===== config.mk =====
export PLATFORM = sky130hd
export DESIGN_NAME = cfg_axilite_flat
export DESIGN_NICKNAME = d
export VERILOG_FILES = /design/src/rtl/cfg_axilite_pkg.sv /design/src/rtl/cfg_axilite_if.sv /design/src/rtl/cfg_shadow_regs.sv /design/src/rtl/cfg_axilite.sv /design/src/flat_wrapper.sv
export SDC_FILE = /design/constraint.sdc
export NUM_CORES = 2
export LEC_CHECK = 0
export CAP_MARGIN = 25
export CORE_ASPECT_RATIO = 1.25
export CORE_MARGIN = 10
export CORE_UTILIZATION = 56
export DETAILED_ROUTE_END_ITERATION = 6
export PLACE_DENSITY = 0.81
export SKIP_CTS_REPAIR_TIMING = 1
export SLEW_MARGIN = 5
export SYNTH_ARGS = -nofsm -noshare
export SYNTH_HDL_FRONTEND = slang
export SYNTH_SLANG_ARGS = --single-unit
export TNS_END_PERCENT = 30

===== constraint.sdc =====
create_clock -name clk -period 38.4 [get_ports clk]
set_clock_uncertainty 0.1 [all_clocks]
set_input_delay 7.68 -clock clk [delete_from_list [all_inputs] [get_ports clk]]
set_output_delay 7.68 -clock clk [all_outputs]
set_load 0.01 [all_outputs]

===== src/rtl/cfg_axilite_pkg.sv =====
// Shared constants and helpers for the AXI4-Lite to cfg-bus bridge.
package cfg_axilite_pkg;

    localparam int unsigned AXIL_DWIDTH = 32;
    localparam int unsigned AXIL_SWIDTH = AXIL_DWIDTH / 8;
    localparam int unsigned RESP_WIDTH  = 2;

    localparam logic [RESP_WIDTH-1:0] RESP_OKAY = 2'b00;

    // Replace the bytes of i_old selected by i_strb with the matching bytes of i_new.
    function automatic logic [AXIL_DWIDTH-1:0] byte_merge(
        input logic [AXIL_DWIDTH-1:0] i_old,
        input logic [AXIL_DWIDTH-1:0] i_new,
        input logic [AXIL_SWIDTH-1:0] i_strb
    );
        logic [AXIL_DWIDTH-1:0] v_res;
        v_res = i_old;
        for (int unsigned b = 0; b < AXIL_SWIDTH; b++) begin
            if (i_strb[b]) begin
                v_res[8*b +: 8] = i_new[8*b +: 8];
            end
        end
        return v_res;
    endfunction

endpackage


===== src/rtl/cfg_axilite_if.sv =====
// AXI4-Lite bus bundle between a processor-side master and the cfg bridge.
interface cfg_axilite_if
    import cfg_axilite_pkg::*;
#(
    parameter int unsigned AWIDTH = 32
);

    logic [AWIDTH-1:0]      axi_awaddr;
    logic                   axi_awvalid;
    logic                   axi_awready;
    logic [AXIL_DWIDTH-1:0] axi_wdata;
    logic [AXIL_SWIDTH-1:0] axi_wstrb;
    logic                   axi_wvalid;
    logic                   axi_wready;
    logic [RESP_WIDTH-1:0]  axi_bresp;
    logic                   axi_bvalid;
    logic                   axi_bready;
    logic [AWIDTH-1:0]      axi_araddr;
    logic                   axi_arvalid;
    logic                   axi_arready;
    logic [AXIL_DWIDTH-1:0] axi_rdata;
    logic [RESP_WIDTH-1:0]  axi_rresp;
    logic                   axi_rvalid;
    logic                   axi_rready;

    modport master (
        output axi_awaddr, axi_awvalid, axi_wdata, axi_wstrb, axi_wvalid, axi_bready,
               axi_araddr, axi_arvalid, axi_rready,
        input  axi_awready, axi_wready, axi_bresp, axi_bvalid,
               axi_arready, axi_rdata, axi_rresp, axi_rvalid
    );

    modport slave (
        input  axi_awaddr, axi_awvalid, axi_wdata, axi_wstrb, axi_wvalid, axi_bready,
               axi_araddr, axi_arvalid, axi_rready,
        output axi_awready, axi_wready, axi_bresp, axi_bvalid,
               axi_arready, axi_rdata, axi_rresp, axi_rvalid
    );

endinterface


===== src/rtl/cfg_shadow_regs.sv =====
// Shadow register file: one byte-enabled write port, two asynchronous read ports.
module cfg_shadow_regs
    import cfg_axilite_pkg::*;
#(
    parameter int unsigned AWIDTH = 5
) (
    input  logic                   clk,
    input  logic                   rst,
    input  logic                   i_we,
    input  logic [AWIDTH-1:0]      i_waddr,
    input  logic [AXIL_DWIDTH-1:0] i_wdata,
    input  logic [AXIL_SWIDTH-1:0] i_wstrb,
    input  logic [AWIDTH-1:0]      i_raddr_a,
    output logic [AXIL_DWIDTH-1:0] o_rdata_a_c,
    input  logic [AWIDTH-1:0]      i_raddr_b,
    output logic [AXIL_DWIDTH-1:0] o_rdata_b_c
);

    localparam int unsigned DEPTH = 2 ** AWIDTH;

    logic [AXIL_DWIDTH-1:0] r_mem [DEPTH];

    // Storage: cleared on reset, byte lanes updated under strobe.
    always_ff @(posedge clk or posedge rst) begin
        if (rst) begin
            for (int unsigned i = 0; i < DEPTH; i++) begin
                r_mem[i] <= '0;
            end
        end else if (i_we) begin
            for (int unsigned b = 0; b < AXIL_SWIDTH; b++) begin
                if (i_wstrb[b]) begin
                    r_mem[i_waddr][8*b +: 8] <= i_wdata[8*b +: 8];
                end
            end
        end
    end

    assign o_rdata_a_c = r_mem[i_raddr_a];
    assign o_rdata_b_c = r_mem[i_raddr_b];

endmodule


===== src/rtl/cfg_axilite.sv =====
// AXI4-Lite slave that turns each completed write into a one-cycle cfg-bus strobe
// and serves reads from a shadow copy of the last value written per cfg address.
module cfg_axilite
    import cfg_axilite_pkg::*;
#(
    parameter int unsigned AXIL_AWIDTH = 32,
    parameter int unsigned CFG_AWIDTH  = 5,
    parameter int unsigned CFG_DWIDTH  = 32
) (
    input  logic                  clk,
    input  logic                  rst,
    cfg_axilite_if.slave          axi,
    output logic [CFG_AWIDTH-1:0] cfg_addr,
    output logic [CFG_DWIDTH-1:0] cfg_data,
    output logic                  cfg_valid
);

    // Write-channel state
    logic                   r_aw_hold;
    logic                   r_w_hold;
    logic [CFG_AWIDTH-1:0]  r_aw_idx;
    logic [AXIL_DWIDTH-1:0] r_wdata;
    logic [AXIL_SWIDTH-1:0] r_wstrb;
    logic                   r_awready;
    logic                   r_wready;
    logic                   r_bvalid;
    logic                   r_cfg_valid;
    logic [CFG_AWIDTH-1:0]  r_cfg_addr;
    logic [CFG_DWIDTH-1:0]  r_cfg_data;

    // Read-channel state
    logic                   r_arready;
    logic                   r_rvalid;
    logic [AXIL_DWIDTH-1:0] r_rdata;

    // Combinational helpers
    logic                   w_aw_hs;
    logic                   w_w_hs;
    logic                   w_ar_hs;
    logic                   w_fire;
    logic [CFG_AWIDTH-1:0]  w_aw_idx;
    logic [CFG_AWIDTH-1:0]  w_ar_idx;
    logic [CFG_AWIDTH-1:0]  w_wr_idx;
    logic [AXIL_DWIDTH-1:0] w_wr_data;
    logic [AXIL_SWIDTH-1:0] w_wr_strb;
    logic [AXIL_DWIDTH-1:0] w_wr_old;
    logic [AXIL_DWIDTH-1:0] w_rd_data;
    logic [AXIL_DWIDTH-1:0] w_merged;
    logic                   w_unused_addr;

    // Next-state values
    logic                   w_aw_hold_n;
    logic                   w_w_hold_n;
    logic                   w_bvalid_n;
    logic                   w_rvalid_n;

    assign w_aw_idx = axi.axi_awaddr[CFG_AWIDTH+1:2];
    assign w_ar_idx = axi.axi_araddr[CFG_AWIDTH+1:2];

    // Upper and sub-word address bits are deliberately ignored (aliasing is allowed).
    assign w_unused_addr = ^{axi.axi_awaddr[AXIL_AWIDTH-1:CFG_AWIDTH+2], axi.axi_awaddr[1:0],
                             axi.axi_araddr[AXIL_AWIDTH-1:CFG_AWIDTH+2], axi.axi_araddr[1:0]};

    assign w_aw_hs = axi.axi_awvalid & r_awready;
    assign w_w_hs  = axi.axi_wvalid  & r_wready;
    assign w_ar_hs = axi.axi_arvalid & r_arready;
    assign w_fire  = (r_aw_hold | w_aw_hs) & (r_w_hold | w_w_hs);

    // A held beat takes priority; otherwise the beat handshaking this cycle is used.
    assign w_wr_idx  = r_aw_hold ? r_aw_idx : w_aw_idx;
    assign w_wr_data = r_w_hold  ? r_wdata  : axi.axi_wdata;
    assign w_wr_strb = r_w_hold  ? r_wstrb  : axi.axi_wstrb;
    assign w_merged  = byte_merge(w_wr_old, w_wr_data, w_wr_strb);

    cfg_shadow_regs #(
        .AWIDTH (CFG_AWIDTH)
    ) u_shadow (
        .clk         (clk),
        .rst         (rst),
        .i_we        (w_fire),
        .i_waddr     (w_wr_idx),
        .i_wdata     (w_wr_data),
        .i_wstrb     (w_wr_strb),
        .i_raddr_a   (w_wr_idx),
        .o_rdata_a_c (w_wr_old),
        .i_raddr_b   (w_ar_idx),
        .o_rdata_b_c (w_rd_data)
    );

    // Next-state for holds and response valids.
    always_comb begin
        w_aw_hold_n = r_aw_hold;
        w_w_hold_n  = r_w_hold;
        w_bvalid_n  = r_bvalid;
        w_rvalid_n  = r_rvalid;

        if (w_fire) begin
            w_aw_hold_n = 1'b0;
            w_w_hold_n  = 1'b0;
            w_bvalid_n  = 1'b1;
        end else begin
            w_aw_hold_n = r_aw_hold | w_aw_hs;
            w_w_hold_n  = r_w_hold  | w_w_hs;
            if (r_bvalid && axi.axi_bready) begin
                w_bvalid_n = 1'b0;
            end
        end

        if (w_ar_hs) begin
            w_rvalid_n = 1'b1;
        end else if (r_rvalid && axi.axi_rready) begin
            w_rvalid_n = 1'b0;
        end
    end

    // Write channel registers and cfg-bus strobe.
    always_ff @(posedge clk or posedge rst) begin
        if (rst) begin
            r_aw_hold   <= 1'b0;
            r_w_hold    <= 1'b0;
            r_aw_idx    <= '0;
            r_wdata     <= '0;
            r_wstrb     <= '0;
            r_bvalid    <= 1'b0;
            r_awready   <= 1'b1;
            r_wready    <= 1'b1;
            r_cfg_valid <= 1'b0;
            r_cfg_addr  <= '0;
            r_cfg_data  <= '0;
        end else begin
            r_aw_hold   <= w_aw_hold_n;
            r_w_hold    <= w_w_hold_n;
            r_bvalid    <= w_bvalid_n;
            r_awready   <= ~w_aw_hold_n & ~w_bvalid_n;
            r_wready    <= ~w_w_hold_n  & ~w_bvalid_n;
            r_cfg_valid <= w_fire;
            if (w_aw_hs) begin
                r_aw_idx <= w_aw_idx;
            end
            if (w_w_hs) begin
                r_wdata <= axi.axi_wdata;
                r_wstrb <= axi.axi_wstrb;
            end
            if (w_fire) begin
                r_cfg_addr <= w_wr_idx;
                r_cfg_data <= CFG_DWIDTH'(w_merged);
            end
        end
    end

    // Read channel registers: capture shadow on address handshake, hold until accepted.
    always_ff @(posedge clk or posedge rst) begin
        if (rst) begin
            r_rvalid  <= 1'b0;
            r_arready <= 1'b1;
            r_rdata   <= '0;
        end else begin
            r_rvalid  <= w_rvalid_n;
            r_arready <= ~w_rvalid_n;
            if (w_ar_hs) begin
                r_rdata <= w_rd_data;
            end
        end
    end

    assign axi.axi_awready = r_awready;
    assign axi.axi_wready  = r_wready;
    assign axi.axi_bvalid  = r_bvalid;
    assign axi.axi_bresp   = RESP_OKAY;
    assign axi.axi_arready = r_arready;
    assign axi.axi_rvalid  = r_rvalid;
    assign axi.axi_rdata   = r_rdata;
    assign axi.axi_rresp   = RESP_OKAY;

    assign cfg_valid = r_cfg_valid;
    assign cfg_addr  = r_cfg_addr;
    assign cfg_data  = r_cfg_data;

endmodule


===== src/flat_wrapper.sv =====
// flat-port wrapper written by rule: the top's interface ports become plain ports
module cfg_axilite_flat import cfg_axilite_pkg::*;
#(
    parameter int unsigned AXIL_AWIDTH = 32,
    parameter int unsigned CFG_AWIDTH  = 5,
    parameter int unsigned CFG_DWIDTH  = 32
)
  (clk, rst, cfg_addr, cfg_data, cfg_valid, axi_axi_awaddr, axi_axi_awvalid, axi_axi_wdata, axi_axi_wstrb, axi_axi_wvalid, axi_axi_bready, axi_axi_araddr, axi_axi_arvalid, axi_axi_rready, axi_axi_awready, axi_axi_wready, axi_axi_bresp, axi_axi_bvalid, axi_axi_arready, axi_axi_rdata, axi_axi_rresp, axi_axi_rvalid);
  cfg_axilite_if #(.AWIDTH(32)) axi_i ();
  input  logic clk;
  input  logic rst;
  output logic [CFG_AWIDTH-1:0] cfg_addr;
  output logic [CFG_DWIDTH-1:0] cfg_data;
  output logic cfg_valid;
  input wire logic [$bits(axi_i.axi_awaddr)-1:0] axi_axi_awaddr;
  input wire logic [$bits(axi_i.axi_awvalid)-1:0] axi_axi_awvalid;
  input wire logic [$bits(axi_i.axi_wdata)-1:0] axi_axi_wdata;
  input wire logic [$bits(axi_i.axi_wstrb)-1:0] axi_axi_wstrb;
  input wire logic [$bits(axi_i.axi_wvalid)-1:0] axi_axi_wvalid;
  input wire logic [$bits(axi_i.axi_bready)-1:0] axi_axi_bready;
  input wire logic [$bits(axi_i.axi_araddr)-1:0] axi_axi_araddr;
  input wire logic [$bits(axi_i.axi_arvalid)-1:0] axi_axi_arvalid;
  input wire logic [$bits(axi_i.axi_rready)-1:0] axi_axi_rready;
  output wire logic [$bits(axi_i.axi_awready)-1:0] axi_axi_awready;
  output wire logic [$bits(axi_i.axi_wready)-1:0] axi_axi_wready;
  output wire logic [$bits(axi_i.axi_bresp)-1:0] axi_axi_bresp;
  output wire logic [$bits(axi_i.axi_bvalid)-1:0] axi_axi_bvalid;
  output wire logic [$bits(axi_i.axi_arready)-1:0] axi_axi_arready;
  output wire logic [$bits(axi_i.axi_rdata)-1:0] axi_axi_rdata;
  output wire logic [$bits(axi_i.axi_rresp)-1:0] axi_axi_rresp;
  output wire logic [$bits(axi_i.axi_rvalid)-1:0] axi_axi_rvalid;
  assign axi_i.axi_awaddr = axi_axi_awaddr;
  assign axi_i.axi_awvalid = axi_axi_awvalid;
  assign axi_i.axi_wdata = axi_axi_wdata;
  assign axi_i.axi_wstrb = axi_axi_wstrb;
  assign axi_i.axi_wvalid = axi_axi_wvalid;
  assign axi_i.axi_bready = axi_axi_bready;
  assign axi_i.axi_araddr = axi_axi_araddr;
  assign axi_i.axi_arvalid = axi_axi_arvalid;
  assign axi_i.axi_rready = axi_axi_rready;
  assign axi_axi_awready = axi_i.axi_awready;
  assign axi_axi_wready = axi_i.axi_wready;
  assign axi_axi_bresp = axi_i.axi_bresp;
  assign axi_axi_bvalid = axi_i.axi_bvalid;
  assign axi_axi_arready = axi_i.axi_arready;
  assign axi_axi_rdata = axi_i.axi_rdata;
  assign axi_axi_rresp = axi_i.axi_rresp;
  assign axi_axi_rvalid = axi_i.axi_rvalid;
  cfg_axilite #(.AXIL_AWIDTH(AXIL_AWIDTH), .CFG_AWIDTH(CFG_AWIDTH), .CFG_DWIDTH(CFG_DWIDTH)) u_core (.clk(clk), .rst(rst), .axi(axi_i), .cfg_addr(cfg_addr), .cfg_data(cfg_data), .cfg_valid(cfg_valid));
endmodule

==> impl_metrics.yaml <==
synthesis:
  yosysSeqAreaShare_pct: 49.5
  yosys_warnings: 0
  synthDistinctLibCells: 64
  synth_edf_count: 0
  synth_area_mm2: 0.0577
  synth_top_flop_cell: "dfrtp_1"
  syn-instance-count: 4985
  async_reset_ff_share_pct: 100
  synth_seq_cells: 1142
  synth_area_per_cell_um2: 11.6
routing:
  dr.pass1.iters: 7
  postRouteWirelength_um: 180000
  dr_total_vias: 45182
  via_per_inst: 7.10
  drt-wirelength-per-cell_um: 28.2
  drtIter0Drc: 6055
  route.antenna.remaining_nets: 0
  remaining_drc_errors: 12
clock_network:
  clk_pin_slew_worst_paths_ns: 0.06
  cts_tree: "built"
  cts_buffer_depth: 3
  htree_levels: 3
  ctsRootBufferMaster: "clkbuf_16"
  cts.sinks: 1142
  clk_latency_ns: 0.72
  numCtsBuffers: 108
worst_setup_path:
  ff2ff_path_depth: 6
  reg2reg_slack_ns: 34.03
  cp_slowest_cell: "buf_4"
  critPathMaxFanout: 169
  path_cells: "clkdlybuf4s50_1, clkinvlp_4, buf_12, buf_4, buf_4, buf_4, buf_4, buf_16, buf_4, buf_16"
  cp_top_family: "buffers and inverters"
  cpMostUsedCell: "buf_4"
  crit_path_max_incr_delay_ns: 0.84
  reg2reg_from: "u_core.r_w_hold$_DFF_PP0_"
  crit_type: "in -> async"
  cp.buffers_inverters: 10
  start_kind: "input port"
  critPathCaptureType: "async pin"
  worstPathRequired_ns: 39.17
  arrival_ns: 12.57
  r2r_end: "u_core.u_shadow.r_mem[602]$_DFFE_PP0P_"
run_status:
  status: "complete, but fails checks"
  violations: "DRC"
worst_hold_path:
  holdPathEnd: "u_core.axi.axi_rdata[18]$_DFFE_PP0P_"
  hp-class: "reg -> reg"
  min_path_cells: 2
  hold_start: "u_core.axi.axi_rdata[18]$_DFFE_PP0P_"
sta:
  finalCritPeriodShare_pct: 30.7
  finalHoldViolations: 0
  setup_tns_ns: 0
  worstMarginPinSlew_ns: 1.27
  hold-worst-slack_ns: 0.376
  final.min_clock_period_ns: 11.80
  fin_ws_ns: 26.60
  slew_headroom_pct: 15.4
  max_freq_mhz: 84.7
  setup_viol: 0
  rsz0062_at_grt: "no"
  maxSlewViolCount: 0
finish:
  areaGrowthSynthToFinish_pct: 11.9
  drive_gt1_share_pct: 22.1
  instances_no_fill: 6363
  layout_commonest_cell: "dfrtp_1"
  final_area_mm2: 0.0645
  fin_util_pct: 63.2
  finalNetCount: 5051
  most-common-layout-cells: "dfrtp_1 (1138), a21oi_1 (719), nor2_1 (696), mux4_2 (529), nand2_1 (410)"
global_routing:
  grt_max_degree: 170
  gr-usage-all-layers_pct: 30.5
  grt_first_pass_wirelength_um: 271000
  overflow: 0
  grt_pass1_vias: 44418
  antenna_found_initial: 9
place:
  dp.cells: 6104
  gp_congestion: 0.878
  place_area_mm2: 0.0600
  pre_cts_slack_ns: 24.55
  numPortBuffers: 127
  dp_hpwl_um: 110000
power_and_ir_drop:
  peakVddDrop_uv: 83.9
  power_density_mw_per_mm2: 78.9
  finalPower_mw: 5.09
  seqPwrFrac_pct: 40.4
  p_leak_nw: 27.2
  switchingPower_mw: 1.92
  pwr-share-comb_pct: 37.9
  power.internal_mw: 3.17
  clockPowerShare_pct: 21.7
  swShare_pct: 37.7
floorplan:
  io_pins: 186
  dieArea_mm2: 0.116
  rows: 131
  die_x_um: 307
  initial_utilization_pct: 56.5
  core_area_mm2: 0.102
  die_h_um: 379
job:
  drv_cap: 0
-- cells by family (layout without fill, tap and decap cells) --
| logic type | count (synthesis) | after routing | share of synthesized area, % |
|---|---|---|---|
| buffers and inverters | 464 | 505 | 3.54 |
| DFF | 1142 | 1142 | 49.5 |
| muxes | 735 | 735 | 24.4 |
| and+or+nand+nor | 1334 | 1334 | 10.1 |
| other | 1 | 8 | 0.00650 |
| AOI/OAI and AO/OA | 1309 | 1309 | 12.4 |
-- power by group through the flow --
stage	logic, mW	clock network [mW]	registers [mW]
3_5_place_dp	1.82	0	2.05
6_report	1.93	1.11	2.06
3_3_place_gp	1.76	0	2.00
5_1_grt	2.05	1.16	2.10
4_1_cts	1.84	1.10	2.03
2_1_floorplan	1.30	0	1.93
-- layout make-up --
cell class | count | area (um2)
Fill cell | 7205 | 37600
Sequential cell | 1142 | 28600
Multi-Input combinational cell | 3382 | 27500
Timing Repair Buffer | 306 | 3170
Clock buffer | 155 | 3140
Tap cell | 1330 | 1660
Clock inverter | 40 | 467
Inverter | 4 | 18.8
Antenna cell | 4 | 10.0
-- worst reg2reg max path, stage by stage, from the launching register on --
cell	delay (ns)
dfrtp_4	0.78
buf_4	0.65
mux2i_1	0.45
nor3_1	0.88
nand3_1	0.92
nand2_1	0.30
o21ai_0	0.13
-- worst max path at each step --
stage | depth (start not counted) | from | endpoint
after floorplan | 1 | rst | u_core.axi.axi_bvalid$_DFF_PP0_
after detailed placement | 8 | rst | u_core.u_shadow.r_mem[1005]$_DFFE_PP0P_
after global placement | 8 | rst | u_core.u_shadow.r_mem[909]$_DFFE_PP0P_
after global routing | 10 | rst | u_core.axi.axi_rdata[16]$_DFFE_PP0P_
final | 10 | rst | u_core.u_shadow.r_mem[1005]$_DFFE_PP0P_
after CTS | 8 | rst | u_core.u_shadow.r_mem[882]$_DFFE_PP0P_
-- routing by layer --
metal	vias to the layer above	wire [um]	global-route usage [%]
met4	16	12600	18.9
met1	22563	59600	37.0
met2	3452	83900	47.2
li1	18278	-	-
met5	-	163	0
met3	873	23300	10.2
-- state kept, by name, indices dropped and copies added, names as in the netlist, 4 cells and up --
name,count
u_core.axi.axi_rdata,32
u_core.cfg_addr,5
u_core.cfg_data,32
u_core.r_aw_idx,5
u_core.r_wdata,32
u_core.r_wstrb,4
u_core.u_shadow.r_mem,1024
-- synth_stat cells (3+ instances only) --
cell	count	area share (%)
a2111oi_0	10	0.15
a21oi_1	719	6.2
a221o_1	3	0.052
a221oi_1	17	0.26
a222oi_1	6	0.10
a22o_1	45	0.68
a22oi_1	30	0.39
a31oi_1	12	0.13
and3_1	3	0.033
buf_1	16	0.10
buf_2	166	1.4
buf_4	16	0.21
buf_6	4	0.078
clkbuf_1	258	1.7
dfrtp_1	1139	49
dfstp_2	3	0.14
inv_1	4	0.026
mux2_2	70	1.4
mux2i_1	132	2.3
mux4_2	529	21
nand2_1	415	2.7
nand2b_1	7	0.076
nand3_1	80	0.69
nand4_1	6	0.065
nor2_1	697	4.5
nor3_1	8	0.069
nor3_2	85	1.5
nor4_1	3	0.033
nor4b_1	6	0.091
o21ai_0	407	3.5
o221a_2	5	0.098
o22a_1	6	0.091
o22ai_1	22	0.24
o2bb2ai_1	3	0.046
o32ai_1	6	0.091
or2_2	4	0.043
or3_1	7	0.076
Note: power is estimated with default switching activity, not from simulation.
